**src/rtl/alarm_tone_gen.sv**
```systemverilog
// Alarm-tone generator and stereo mixer: timed beep/gap/pause bursts, tone summed with saturation.
// Optional build macro ALARM_ATTACK_RAMP_EN adds a linear attack ramp at the start of each beep.
module alarm_tone_gen #(
  parameter int SAMPLE_W  = 32,
  parameter int AMPLITUDE = 10000000,
  parameter int TONE_HALF = 35768,
  parameter int BEEP_CYC  = 12000000,
  parameter int GAP_CYC   = 12000000,
  parameter int BURSTS    = 3,
  parameter int PAUSE_CYC = 50000000,
  parameter int CNT_W     = 27
) (
  input  logic                       CLOCK_50,
  input  logic                       reset,
  input  logic                       enable,
  input  logic                       ack,
  input  logic                       audio_in_available,
  input  logic                       audio_out_allowed,
  input  logic signed [SAMPLE_W-1:0] left_channel_audio_in,
  input  logic signed [SAMPLE_W-1:0] right_channel_audio_in,
  output logic                       read_audio_in,
  output logic                       write_audio_out,
  output logic signed [SAMPLE_W-1:0] left_channel_audio_out,
  output logic signed [SAMPLE_W-1:0] right_channel_audio_out,
  output logic                       active,
  output logic [7:0]                 beep_idx
);

  typedef enum logic [1:0] {IDLE, BEEP, GAP, PAUSE} state_t;

  localparam logic signed [SAMPLE_W-1:0] AMP = SAMPLE_W'(AMPLITUDE);

  state_t                     r_state;
  logic [CNT_W-1:0]           r_cnt;
  logic [CNT_W-1:0]           r_tone_cnt;
  logic                       r_pol;
  logic                       r_acked;
  logic [7:0]                 r_beep_idx;

  logic                       w_abort;
  logic                       w_beep_done;
  logic                       w_enter_beep;
  logic signed [SAMPLE_W-1:0] w_mag;
  logic signed [SAMPLE_W-1:0] w_tone;
  logic signed [SAMPLE_W:0]   w_sum_l;
  logic signed [SAMPLE_W:0]   w_sum_r;

  function automatic logic signed [SAMPLE_W-1:0] sat(input logic signed [SAMPLE_W:0] v);
    if (v[SAMPLE_W] != v[SAMPLE_W-1])
      sat = v[SAMPLE_W] ? {1'b1, {(SAMPLE_W-1){1'b0}}} : {1'b0, {(SAMPLE_W-1){1'b1}}};
    else
      sat = v[SAMPLE_W-1:0];
  endfunction

  // Abort beats every timed transition; entering BEEP can come from IDLE, GAP or PAUSE.
  assign w_abort      = (r_state != IDLE) && (!enable || ack);
  assign w_beep_done  = (r_state == BEEP) && (r_cnt == CNT_W'(BEEP_CYC - 1));
  assign w_enter_beep = !w_abort &&
                        (((r_state == IDLE)  && enable && !r_acked && !ack) ||
                         ((r_state == GAP)   && (r_cnt == CNT_W'(GAP_CYC - 1))) ||
                         ((r_state == PAUSE) && (r_cnt == CNT_W'(PAUSE_CYC - 1))));

  always_ff @(posedge CLOCK_50) begin
    if (reset) begin
      r_state    <= IDLE;
      r_cnt      <= '0;
      r_tone_cnt <= '0;
      r_pol      <= 1'b1;
      r_acked    <= 1'b0;
      r_beep_idx <= '0;
    end else begin
      r_acked <= enable && (r_acked || ack);
      if (w_abort) begin
        r_state    <= IDLE;
        r_cnt      <= '0;
        r_beep_idx <= '0;
      end else if (w_enter_beep) begin
        r_state    <= BEEP;
        r_cnt      <= '0;
        r_tone_cnt <= '0;
        r_pol      <= 1'b1;
        if (r_state == IDLE)
          r_beep_idx <= '0;
      end else begin
        case (r_state)
          BEEP: begin
            if (r_tone_cnt == CNT_W'(TONE_HALF - 1)) begin
              r_tone_cnt <= '0;
              r_pol      <= ~r_pol;
            end else begin
              r_tone_cnt <= r_tone_cnt + CNT_W'(1);
            end
            if (w_beep_done) begin
              r_cnt <= '0;
              if (r_beep_idx == 8'(BURSTS - 1)) begin
                r_state    <= PAUSE;
                r_beep_idx <= '0;
              end else begin
                r_state    <= GAP;
                r_beep_idx <= r_beep_idx + 8'd1;
              end
            end else begin
              r_cnt <= r_cnt + CNT_W'(1);
            end
          end
          GAP, PAUSE: r_cnt <= r_cnt + CNT_W'(1);
          default:    r_cnt <= '0;
        endcase
      end
    end
  end

`ifdef ALARM_ATTACK_RAMP_EN
  localparam logic signed [SAMPLE_W-1:0] STEP = SAMPLE_W'(AMPLITUDE >> 10);

  logic signed [SAMPLE_W-1:0] r_mag;

  // Magnitude for beep cycle k is (k+1)*STEP, pinned to AMP from cycle 1023 on.
  always_ff @(posedge CLOCK_50) begin
    if (reset)
      r_mag <= '0;
    else if (w_enter_beep)
      r_mag <= STEP;
    else if ((r_state == BEEP) && !w_abort && !w_beep_done)
      r_mag <= (r_cnt >= CNT_W'(1022)) ? AMP : r_mag + STEP;
    else
      r_mag <= '0;
  end

  assign w_mag = r_mag;
`else
  assign w_mag = AMP;
`endif

  assign w_tone   = (r_state == BEEP) ? (r_pol ? w_mag : -w_mag) : '0;
  assign w_sum_l  = (SAMPLE_W+1)'(left_channel_audio_in)  + (SAMPLE_W+1)'(w_tone);
  assign w_sum_r  = (SAMPLE_W+1)'(right_channel_audio_in) + (SAMPLE_W+1)'(w_tone);

  assign left_channel_audio_out  = sat(w_sum_l);
  assign right_channel_audio_out = sat(w_sum_r);
  assign read_audio_in           = audio_in_available & audio_out_allowed;
  assign write_audio_out         = audio_in_available & audio_out_allowed;
  assign active                  = (r_state != IDLE);
  assign beep_idx                = r_beep_idx;

endmodule
```
**config.mk**
```make
export PLATFORM = sky130hd
export DESIGN_NAME = alarm_tone_gen
export DESIGN_NICKNAME = d
export VERILOG_FILES = /design/src/rtl/alarm_tone_gen.sv
export SDC_FILE = /design/constraint.sdc
export NUM_CORES = 1
export LEC_CHECK = 0
export CORE_MARGIN = 3
export CORE_UTILIZATION = 49
export CTS_BUF_LIST = sky130_fd_sc_hd__clkbuf_8
export DETAILED_ROUTE_END_ITERATION = 6
export HOLD_SLACK_MARGIN = 0.12
export PLACE_DENSITY_LB_ADDON = 0.08
export SLEW_MARGIN = 20
export SYNTH_ARGS = -nofsm -noshare
export SYNTH_HDL_FRONTEND = slang
export SYNTH_SLANG_ARGS = --single-unit
```
**constraint.sdc**
```tcl
create_clock -name CLOCK_50 -period 4.1 [get_ports CLOCK_50]
set_input_delay 0.82 -clock CLOCK_50 [delete_from_list [all_inputs] [get_ports CLOCK_50]]
set_output_delay 0.82 -clock CLOCK_50 [all_outputs]
set_load 0.005 [all_outputs]
```
==> metrics.md <==
| Metric | Value |
|---|---|
| Status | finished with violations |
| Failing checks | setup timing |
| Pwr Density | 178 nW/um2 |
| Fin crit share | 102% |
| First-pass GRT wire length | 41,400 um |
| Largest net degree at the start of global routing | 27 |
| DRC | 0 |
| Top-level I/O count | 145 |
| Ys flop type | dfxtp_1 |
| GRT overflow | 0 |
| Area delta synth->final | 53.0% |
| Hold crit path type | flop to flop |
| Post-synthesis compound-gate area fraction | 25.9% |
| Netlist Area Pre-Place | 7410 um2 |
| Ratio of cells with drive above 1 in the final layout | 34.4% |
| Cells after DPL | 1,501 |
| Syn Inst Count | 1,066 |
| Via density | 5.81 |
| Core Util, Final | 77.4% |
| Mean Syn Cell Area | 6.95 um2 |
| Pint | 1350 uW |
| FF+latch count, synth | 66 |
| WL per Instance | 16.6 um |
| Antenna cells | 0 |
| Die Wd | 129 um |
| Drt first pass iters | 5 |
| Number of distinct library cells after synthesis | 94 |
| Switching portion of total power | 33.2% |
| Worst vdd ir | 0.000272 V |
| Simple-gate portion of the synthesized area | 28.8% |
| Crit path capture type | primary output |
| Post-synth top area share | 17.8% |
| Seq/Total Area, Yosys | 17.8% |
| CTS H-tree lvls | 3 |
| DP HPWL | 17,900 um |
| P_sw | 671 uW |
| Setup ws final | -66.7 ps |
| Row count | 44 |
| GP Congestion | 0.905 |
| Met2 routed WL | 13,300 um |
| Worst-path fanout max | 7 |
| Fin Clk Skew | 4.99 ps |
| I/O Buffers | 144 |
| Reg clk slew, reported paths | 60 ps |
| Vias | 9,249 |
| Finish-stage setup viols | 26 |
| Rel. slew slack | 43.1% |
| XOR/XNOR share of the synthesized area | 15.9% |
| Post-synth EDFFs | 0 |
| Register area | 1330 um2 |
| Synth area leaders | dfxtp_1 (18%), xnor2_1 (11%), nor2_1 (6.2%) |
| Max_cap viols | 0 |
| Logic pwr share | 43.3% |
| Final Non-Filler Cells | 1,591 |
| Footprint of the multi-input gates | 6120 um2 |
| Starting density of the core | 50.6% |
| Clock Latency Late Sink | 350 ps |
| Number of global-route vias before repair | 8,794 |
| Clk sink count | 66 |
| GRT Util Overall | 29.8% |
| Metal3 WL | 1100 um |
| TritonCTS clock tree | built |
| Syn Nets | 1,144 |
| Cts bufs inserted | 9 |
| CP arrival | 3350 ps |
| Maximum clock path buffer count | 2 |
| Number of fill cells | 1,086 |
| Async SR Flop Fraction | 0% |
| Nets | 1,480 |
| Die H | 129 um |
| Total routed wirelength | 26,400 um |
| Leak pwr | 0.00457 uW |
| Core footprint | 14,600 um2 |
| Mux cell area share after synthesis | 1.22% |
| Crit path required time | 3280 ps |
| Initial antenna violation count | 1 |
| Top sig layer | met5 |
| M1 wire length | 11,100 um |
| Clock power share | 24.6% |
| Main combinational cell family by area after synthesis | simple AND/OR/NAND/NOR gates |
| First DRT Iteration DRCs | 737 |
| Die area | 16,600 um2 |
| RSZ-0062 raised after global routing | true |
| Critical path class | primary input to primary output |
| Post-layout min period | 4170 ps |
| Antenna Nets Post-Route | 0 |
| Part of the power in registers | 32.1% |
| Area leader, netlist | dfxtp_1 |
| Final slew viol count | 0 |
| Fin. Hold Viols | 0 |
| Post-synthesis adder-cell area fraction | 3.01% |
| Ys Warns | 0 |
| Max Fclk | 240 MHz |
| Critical path startpoint category | primary input |
| Slew @ Worst Pin | 851 ps |
| CTS root buffer | clkbuf_8 |
==> critical path, stage by stage <==
cell             delay (ps)
clkdlybuf4s15_1         210
ha_4                    180
buf_6                   120
ha_4                    150
inv_2                    60
o22ai_4                  70
a22o_4                  290
o2bb2ai_4               140
a221oi_4                380
xnor2_4                 210
buf_6                   150
nand2_4                  50
buf_6                   130
buf_12                  130
buf_6                   110
nand2_1                  50
buf_2                   110
==> routing by layer <==
metal  global-route usage (%)  vias to the layer above
li1                         -                     4501
met1                     37.4                     4344
met2                     52.3                      317
met3                     2.49                       85
met4                     12.8                        2
met5                        0                        -
==> cell usage after synthesis, types with 4 or more instances <==
| master | number |
|---|---|
| nor2_1 | 123 |
| nand2_1 | 101 |
| xnor2_1 | 94 |
| o21ai_0 | 83 |
| a21oi_1 | 82 |
| dfxtp_1 | 66 |
| clkbuf_1 | 51 |
| nand3_1 | 47 |
| xor2_1 | 34 |
| inv_1 | 25 |
| nor3_1 | 24 |
| buf_2 | 23 |
| a31oi_1 | 21 |
| nand4_1 | 21 |
| and3_1 | 19 |
| nor4_1 | 16 |
| o22ai_1 | 15 |
| and2_1 | 11 |
| maj3_1 | 10 |
| or3_1 | 10 |
| mux2i_1 | 9 |
| o21ai_1 | 9 |
| buf_1 | 8 |
| ha_1 | 8 |
| nor4bb_1 | 8 |
| a21o_1 | 7 |
| nor2b_1 | 7 |
| a22oi_1 | 6 |
| buf_4 | 6 |
| o31ai_1 | 6 |
| buf_6 | 5 |
| o2111ai_1 | 5 |
| a211oi_1 | 4 |
| a21boi_0 | 4 |
| a21oi_2 | 4 |
| a41oi_1 | 4 |
| and4_1 | 4 |
| o211ai_1 | 4 |
==> final cells by class <==
type	instances	area share (%)
Clock buffer	12	1.46
Clock inverter	4	0.155
Inverter	27	0.939
Multi-Input combinational cell	882	54.0
Sequential cell	66	11.7
Tap cell	184	2.03
Timing Repair Buffer	416	29.7
==> stage by stage <==
step           power (uW)  hold WS, ps  setup WS, ps  setup TNS [ps]  area [um2]
6_report             2020          474         -66.7            -863       11300
5_1_grt              2120          495          -155           -4580       11300
4_1_cts              1970          470          -112           -1830       11000
2_1_floorplan        1040          426        0.0124               0        7540
3_5_place_dp         1450          456          -693          -36430       10200
3_3_place_gp         1440          437          -616          -32630       10200
==> flip-flops by register name (all words and copies together) (netlist names) <==
| signal | flops |
|---|---|
| r_acked | 1 |
| r_state | 2 |
| r_tone_cnt | 27 |
| r_pol | 1 |
| r_cnt | 27 |
| beep_idx | 8 |
==> placed cells by master, fill, tap and decap left out, types with 5 or more instances in the layout <==
master           synthesis  routed
and2_1                  11       9
nand2_1                101      97
buf_4                    6     233
nand4_1                 21      21
inv_1                   25      25
a21oi_2                  4      19
a21oi_1                 82      65
o21ai_0                 83      50
buf_2                   23      48
dlygate4sd2_1            0      34
or3_1                   10       7
maj3_2                   2       6
a31oi_1                 21      15
o21ai_2                  0      22
a22oi_1                  6       5
o31ai_1                  6       5
nor4_1                  16      12
and3_1                  19      18
maj3_1                  10       6
xnor2_1                 94      93
nor2b_1                  7       6
o21ai_1                  9      20
nor4bb_1                 8       8
o22ai_1                 15      14
buf_6                    5      32
nor2_1                 123     121
xor2_1                  34      34
clkbuf_8                 0      12
clkbuf_2                 0      12
o2111ai_1                5       5
nand3_1                 47      47
mux2i_1                  9       7
clkdlybuf4s50_1          0      42
dfxtp_1                 66      63
nor3_1                  24      22
a21o_1                   7       7
==> cell families (layout without fill, tap and decap cells) <==
group,count (synthesis),in the layout
xor gates and xnor gates,130,130
DFF,66,66
AOI/OAI and AO/OA,298,298
and+or+nand+nor,423,425
adders and majority gates,20,20
buffers and inverters,120,459
muxes,9,9
==> path summary, 6_finish.rpt <==
path	start	end	slack (ps)	cells past startpoint
max	right_channel_audio_in[7]	right_channel_audio_out[7]	-70	17
min	r_cnt[0]	r_cnt[0]	470	1
max reg2reg	r_cnt[7]	r_tone_cnt[26]	1130	9
min reg2reg	r_cnt[0]	r_cnt[0]	470	1
==> repair_timing <==
action                     in CTS  in global routing
resized for setup             371                 95
hold buffers                    0                  0
cloned                          6                  0
pin swaps                      51                 32
setup endpoints to repair      64                 64
buffers inserted               48                 23
==> power groups by stage <==
| stage | combinational [uW] | sequential [uW] | clock, uW |
|---|---|---|---|
| finish | 875 | 648 | 497 |
| global route | 936 | 649 | 531 |
| CTS | 814 | 648 | 512 |
| detailed placement | 787 | 663 | 0 |
| global placement | 780 | 662 | 0 |
| floorplan | 382 | 662 | 0 |
Power figures use the tool's default switching activity.
